### src/rtl/btn_event_gen.sv
// Multi-channel push-button front end: synchroniser, debounce, press/release pulses,
// long-press detection and auto-repeat. Channels are fully independent.
module btn_event_gen #(
    parameter int unsigned NUM_CH          = 4,
    parameter int unsigned DEBOUNCE_CYCLES = 500000,
    parameter int unsigned LONG_CYCLES     = 50000000,
    parameter int unsigned REPEAT_CYCLES   = 10000000,
    parameter bit          ACTIVE_LOW      = 1'b1
) (
    input  logic              clk,
    input  logic              rst_n,
    input  logic              en,
    input  logic [NUM_CH-1:0] btn_in,
    output logic [NUM_CH-1:0] btn_level,
    output logic [NUM_CH-1:0] press_pulse,
    output logic [NUM_CH-1:0] release_pulse,
    output logic [NUM_CH-1:0] long_pulse,
    output logic [NUM_CH-1:0] repeat_pulse,
    output logic              any_press
);

    localparam int unsigned DW       = $clog2(DEBOUNCE_CYCLES + 1);
    localparam int unsigned HoldMax  = (LONG_CYCLES > REPEAT_CYCLES) ? LONG_CYCLES : REPEAT_CYCLES;
    localparam int unsigned HW       = $clog2(HoldMax + 1);
    localparam int unsigned RepLastI = (REPEAT_CYCLES > 0) ? REPEAT_CYCLES - 1 : 0;

    localparam logic [DW-1:0] DbLast   = DW'(DEBOUNCE_CYCLES - 1);
    localparam logic [HW-1:0] LongLast = HW'(LONG_CYCLES - 1);
    localparam logic [HW-1:0] RepLast  = HW'(RepLastI);

    typedef enum logic [1:0] {StIdle, StHeld, StLong} state_e;

    for (genvar c = 0; c < NUM_CH; c++) begin : g_ch
        logic          sync1_q, sync2_q;
        logic          raw_pressed;
        logic [DW-1:0] db_cnt_d, db_cnt_q;
        logic          level_d, level_q;
        logic          rise, fall;
        state_e        state_d, state_q;
        logic [HW-1:0] hold_d, hold_q;
        logic          press_d, release_d, long_d, repeat_d;
        logic          press_q, release_q, long_q, repeat_q;

        assign raw_pressed = sync2_q ^ ACTIVE_LOW;

        always_comb begin
            db_cnt_d = '0;
            level_d  = level_q;
            if (raw_pressed != level_q) begin
                if (db_cnt_q == DbLast) begin
                    level_d = ~level_q;
                end else begin
                    db_cnt_d = db_cnt_q + DW'(1);
                end
            end
        end

        // Events are taken from the debounce next state so pulses land on the same edge
        // as the level change.
        assign rise = ~level_q & level_d;
        assign fall = level_q & ~level_d;

        always_comb begin
            state_d   = state_q;
            hold_d    = hold_q;
            press_d   = 1'b0;
            release_d = 1'b0;
            long_d    = 1'b0;
            repeat_d  = 1'b0;
            case (state_q)
                StIdle: begin
                    if (rise) begin
                        state_d = StHeld;
                        hold_d  = '0;
                        press_d = 1'b1;
                    end
                end
                StHeld: begin
                    if (fall) begin
                        state_d   = StIdle;
                        release_d = 1'b1;
                    end else if (hold_q == LongLast) begin
                        state_d = StLong;
                        hold_d  = '0;
                        long_d  = 1'b1;
                    end else begin
                        hold_d = hold_q + HW'(1);
                    end
                end
                StLong: begin
                    if (fall) begin
                        state_d   = StIdle;
                        release_d = 1'b1;
                    end else if ((REPEAT_CYCLES != 0) && (hold_q == RepLast)) begin
                        hold_d   = '0;
                        repeat_d = 1'b1;
                    end else if (hold_q != {HW{1'b1}}) begin
                        hold_d = hold_q + HW'(1);
                    end
                end
                default: begin
                    state_d = StIdle;
                    hold_d  = '0;
                end
            endcase
        end

        always_ff @(posedge clk) begin
            if (!rst_n) begin
                sync1_q   <= ACTIVE_LOW;
                sync2_q   <= ACTIVE_LOW;
                db_cnt_q  <= '0;
                level_q   <= 1'b0;
                state_q   <= StIdle;
                hold_q    <= '0;
                press_q   <= 1'b0;
                release_q <= 1'b0;
                long_q    <= 1'b0;
                repeat_q  <= 1'b0;
            end else begin
                sync1_q   <= btn_in[c];
                sync2_q   <= sync1_q;
                db_cnt_q  <= db_cnt_d;
                level_q   <= level_d;
                state_q   <= state_d;
                hold_q    <= hold_d;
                press_q   <= press_d & en;
                release_q <= release_d & en;
                long_q    <= long_d & en;
                repeat_q  <= repeat_d & en;
            end
        end

        assign btn_level[c]     = level_q;
        assign press_pulse[c]   = press_q;
        assign release_pulse[c] = release_q;
        assign long_pulse[c]    = long_q;
        assign repeat_pulse[c]  = repeat_q;
    end

    logic any_press_d, any_press_q;

    assign any_press_d = en & (|press_pulse);

    always_ff @(posedge clk) begin
        if (!rst_n) begin
            any_press_q <= 1'b0;
        end else begin
            any_press_q <= any_press_d;
        end
    end

    assign any_press = any_press_q;

endmodule

### config.mk
export PLATFORM = sky130hd
export DESIGN_NAME = btn_event_gen
export DESIGN_NICKNAME = d
export VERILOG_FILES = /design/src/rtl/btn_event_gen.sv
export SDC_FILE = /design/constraint.sdc
export NUM_CORES = 1
export LEC_CHECK = 0
export ABC_AREA = 0
export BUFFER_PORTS_ARGS = -buffer_cell sky130_fd_sc_hd__buf_2
export CORE_UTILIZATION = 50
export CTS_CLUSTER_DIAMETER = 150
export CTS_CLUSTER_SIZE = 25
export DETAILED_ROUTE_END_ITERATION = 12
export PLACE_DENSITY_LB_ADDON = 0.2
export SYNTH_ARGS = -nofsm -noshare
export SYNTH_HDL_FRONTEND = slang
export SYNTH_SLANG_ARGS = --single-unit
### constraint.sdc
create_clock -name clk -period 2.05 [get_ports clk]
set_input_delay 0.205 -clock clk [delete_from_list [all_inputs] [get_ports clk]]
set_output_delay 0.205 -clock clk [all_outputs]
set_load 0.01 [all_outputs]
### Word level (Yosys, flattened, before mapping)

Cells that the tools add are included.

* flip-flop bits (word level): 217
* bits of input ports: 7
* output and inout port bits: 21
* word-level logic and storage cells: 260

* $add $sub $neg: 8
* equal/unequal tests: 52
* muxes and demuxes: 96
* bitwise gates (word level): 42
* reductions and logical operators: 21

Operators by type and width (number)
* two-way mux 26 bit: 24
* case mux 26 bit (3 select lines): 4
* adder 26 x 1 -> 26 bit, second input constant: 4
* == test 26 x 24 -> 1 bit, second input constant: 4
* == test 26 bit, second input constant: 4
* inequality test 26 bit, second input constant: 4
* adder 19 x 1 -> 19 bit, second input constant: 4
* == test 19 bit, second input constant: 4
* two-way mux 1 bit: 48
* two-way mux 2 bit: 16
* inequality test 2 bit, second input constant: 16
* bitwise AND 1 bit: 25
* inequality test 3 bit, second input constant: 8
* case mux 2 bit (3 select lines): 4
* inverter 1 bit: 17
* AND reduction 4 bit: 4
* AND reduction 3 bit: 4
* OR reduction 3 bit: 4
* == test 2 x 1 -> 1 bit, second input constant: 4
* == test 2 bit, second input constant: 4
* zero test 2 bit: 4
* OR reduction 2 bit: 4
* inequality test 1 bit: 4
* OR reduction 4 bit: 1

### Longest topological paths before layout

* depth after elaboration: 8
* mapped depth: 10
* depth with buffers taken out: 8

### Least setup slack after synthesis

Ideal clock, no wire load.

* path kind: flip-flop to flip-flop
* start point: register g_ch[3].hold_q[0]
* end point: register g_ch[3].hold_q[0]
* library setup time: 0.138 ns
* data arrival time: 2.143 ns
* data required time: 1.912 ns
* path slack: -0.231 ns
* cell stages (with the launch flop): 9
* buffers on the path: 1
* period minus slack after synthesis: 2.281 ns
* cells stage by stage: dfxtp_1 > ha_1 > nand3_1 > or3_1 > nor4b_2 > a41oi_2 > nand2_4 > buf_6 > o22ai_2

* cells in the longest elaborated chain, start to end: 5
* elaborated cells on any way between the ends: 12
* classes of those cells: add/sub: 1; eq/ne: 4; mux: 6; reduce/logical: 1

RTL lines
* start, declared: line 40 `logic [HW-1:0] hold_d, hold_q;`
* start signal, assigned: line 126 `hold_q <= hold_d;`
* adder 26 x 1 -> 26 bit: line 87, 98
* two-way mux 26 bit: line 97 `end else if (hold_q != {HW{1'b1}}) begin`
* two-way mux 26 bit: line 94 `end else if ((REPEAT_CYCLES != 0) && (hold_q == RepLast)) begin`
* two-way mux 26 bit: line 91 `if (fall) begin`
* case mux 26 bit (3 select lines): line 70 `case (state_q)`

Several ways; a longest one is shown, not always the timed one. The select of a mux whose other input is x is not followed.
A chain may end at the register's enable or synchronous reset.

### Final worst setup path

* start point: register g_ch[0].hold_q[19]
* end point: register g_ch[0].hold_q[19]

* cells in the longest elaborated chain, start to end: 5
* elaborated cells on any way between the ends: 12
* classes of those cells: add/sub: 1; eq/ne: 4; mux: 6; reduce/logical: 1

RTL lines (line)
* start, declared: 40
* start signal, assigned: 126
* adder 26 x 1 -> 26 bit: 87, 98
* two-way mux 26 bit: 97
* two-way mux 26 bit: 94
* two-way mux 26 bit: 91
* case mux 26 bit (3 select lines): 70

Several ways; a longest one is shown, not always the timed one. The select of a mux whose other input is x is not followed.

==> flow_summary.yaml <==
run_status:
  outcome: "finished with violations"
  violations: "negative setup slack"
critical_path:
  crit_cells: 7
  cp.required_ns: 2.42
  critPathBufInv: 1
  rr_endpoint: "g_ch[0].hold_q[19]"
  worstPathArrival_ns: 2.70
  start_kind: "register"
  max_stage_delay_ns: 0.55
  cp_max_fo: 5
  rr_worst_depth: 7
  r2r_setup_slack_ns: -0.27
  critPathSlowestCell: "or4_4"
  worstPathCellList: "or4bb_1, or4_4, o21ai_4, a21boi_4, clkbuf_16, a21oi_4, o32ai_2"
  crit-reg2reg-launch: "g_ch[0].hold_q[19]"
  critical_path_class: "reg -> reg"
  crit_start: "g_ch[0].hold_q[19]"
  endpoint_kind: "register"
  crit_family: "simple AND/OR/NAND/NOR gates"
hold_path:
  holdCritStartpoint: "en"
  hp-class: "in -> reg"
  worst_hold_path.endpoint: "g_ch[2].repeat_q"
  hold_depth: 3
clock_network:
  cts_max_level: 1
  clkLatencyLatePin_ns: 0.48
  cts.path.max_buffers: 3
  cts-root-buf: "clkbuf_16"
  clkTransAtPathRegs_ns: 0.10
  numCtsBuffers: 12
  clock_sinks: 217
  cts_tree: "yes"
layout:
  num_antenna_cells: 0
  final_core_util_pct: 67.88
  ff_latch_area_mm2: 0.004362
  area_growth_pct: 33.72
  fillers: 1800
  nets: 1691
  layout-drive-gt1-share_pct: 29.87
  fin_area_mm2: 0.01532
  fin_cells: 1949
  multi_input_area_mm2: 0.007625
synthesis:
  synth_common_cells: "dfxtp_1 (217), nand2_1 (196), nor2_1 (144)"
  synth_fp_nets: 1488
  synth_seq_cells: 217
  synth_area_per_cell_um2: 7.843
  synth_edf_count: 0
  yosysSeqAreaShare_pct: 37.91
  synth_ff_type: "dfxtp_1"
  yosysMostFrequentCell: "dfxtp_1"
  ys_types: 74
  yosysTopAreaCellShare_pct: 37.91
  syn_area_mm2: 0.01146
  synth_top_area_cell: "dfxtp_1"
  yosysWarnings: 0
  syn_inst: 1461
  async_reset_ff_share_pct: 0
  yosys-top-cells-area: "dfxtp_1 (38%), nand2_1 (6.4%), nor2_1 (4.7%)"
timing:
  final.setup.tns_ns: -19.85
  setup_violations: 125
  period_needed_ns: 2.325
  fin_ws_ns: -0.2749
  relSlewSlack_pct: 58.64
  whs_ns: 0.2936
  tightest_slew_ns: 0.6204
  rsz0062_at_grt: "true"
  layout_worst_path_cycle_share_pct: 113.4
  hold_viol_final: 0
  max_freq_ghz: 0.4301
  finalMaxSlewViolations: 0
  finClkSkew_ns: 0.01657
grt:
  antenna_found_initial: 0
  grt_use_total_pct: 24.35
  grt_pass1_vias: 10560
  grt-ovfl-total: 0
  grt_max_degree: 136
  grt_pass1_wl_um: 49170
drt:
  vias: 11570
  drc: 0
  wl_um: 31400
  wl_per_cell_um: 16.11
  drt_iter0_drc: 733
  vias_per_cell: 5.937
  first_pass_iters: 5
  antenna_left: 0
place:
  routabilityCongestion: 0.9037
  numPortBuffers: 27
  dp_hpwl_um: 19820
  dpl.cell_count: 1892
  post_dp_cell_area_mm2: 0.01347
  place_ws_ns: -0.2363
pwr:
  ir_drop_mv: 0.5131
  p_leak_nw: 5.310
  power.density_mw_per_mm2: 456.2
  finalPower_mw: 6.989
floorplan:
  rows: 55
  die_x_um: 153.4
  core_region_area_mm2: 0.02257
  initial_core_util_pct: 50.76
  ios: 28
  die_y_um: 153.4
  die_area_mm2: 0.02353
run:
  drv_cap: 0
[registers in the layout, indices dropped and copies added (netlist names)]
register,cells
g_ch.repeat_q,4
g_ch.press_q,4
g_ch.db_cnt_q,76
g_ch.state_q,8
g_ch.level_q,4
g_ch.sync2_q,4
any_press,1
g_ch.hold_q,104
g_ch.sync1_q,4
g_ch.long_q,4
g_ch.release_q,4
[routing by layer]
| layer | track usage [%] | vias up | routed length [µm] |
|---|---|---|---|
| li1 | - | 5680 | - |
| met1 | 32.21 | 5501 | 13830 |
| met2 | 42.23 | 327 | 15420 |
| met3 | 2.467 | 64 | 1417 |
| met4 | 6.429 | 0 | 734 |
| met5 | 0 | - | 0 |
[worst max-delay path by stage]
stage	slack, ns	to
6_report	-0.27	g_ch[0].hold_q[19]
5_1_grt	-0.33	g_ch[3].hold_q[22]
2_1_floorplan	-0.18	g_ch[3].hold_q[0]
3_3_place_gp	-0.18	g_ch[3].hold_q[24]
3_5_place_dp	-0.24	g_ch[3].hold_q[5]
4_1_cts	-0.25	g_ch[3].hold_q[24]
[placed cells by master (no fill, tap or decap), drive strengths merged, types with 5 or more instances in the layout]
master,synthesis,routed
buf,37,265
nand4,69,69
nor4b,10,10
dfxtp,217,217
o21ai,26,26
nand4b,11,11
inv,39,40
nor2b,6,6
nor4,23,23
or2,10,10
o22ai,61,61
nand3,80,80
o31ai,5,5
o211ai,5,5
xnor2,30,30
nor3b,6,6
dlygate4sd3,0,6
a31oi,7,7
ha,20,20
nand3b,6,6
nand2b,23,23
or3,62,62
o32ai,14,14
nand2,197,197
nor3,30,30
and2,15,15
or4,9,9
xor2,40,40
clkbuf,52,19
and3,29,29
and4,16,16
nor2,144,144
a21oi,106,106
nor4bb,6,6
[kinds of logic (layout without fill, tap and decap cells)]
group                      Yosys count  after routing  synth area share (%)
adders and majority gates           20             20                 2.184
muxes                                2              2                0.1747
and+or+nand+nor                    763            763                 34.87
buffers and inverters              128            330                 5.187
xor gates and xnor gates            70             70                 5.351
DFF                                217            217                 37.91
AOI/OAI and AO/OA                  261            262                 14.33
[timing repair]
action	in CTS	in global routing
pin swaps	33	49
cloned	3	9
resized for setup	73	141
endpoints found under the setup margin	127	135
setup buffers	8	19
hold endpoints to repair	5	0
hold buffers	6	0
[power by group]
group	switching [mW]	internal, mW	total, mW
Sequential	0.00924	4.22	4.23
Combinational	0.139	0.0670	0.206
Clock	1.40	1.15	2.55
Total	1.55	5.44	6.99
[area by class of cell]
class,instances,area share (%)
inverter,39,0.9554
tap,285,2.327
clock inverter,1,0.05716
multi-input combinational,1117,49.76
timing repair buffer,277,16.31
sequential,217,28.47
clock buffer,13,2.123
[worst reg2reg max path: stages, from the launching register on]
cell and delay (ns):
dfxtp_2 0.34, or4bb_1 0.49, or4_4 0.55, o21ai_4 0.27
a21boi_4 0.16, clkbuf_16 0.19, a21oi_4 0.12, o32ai_2 0.09
Power figures use the tool's default switching activity.
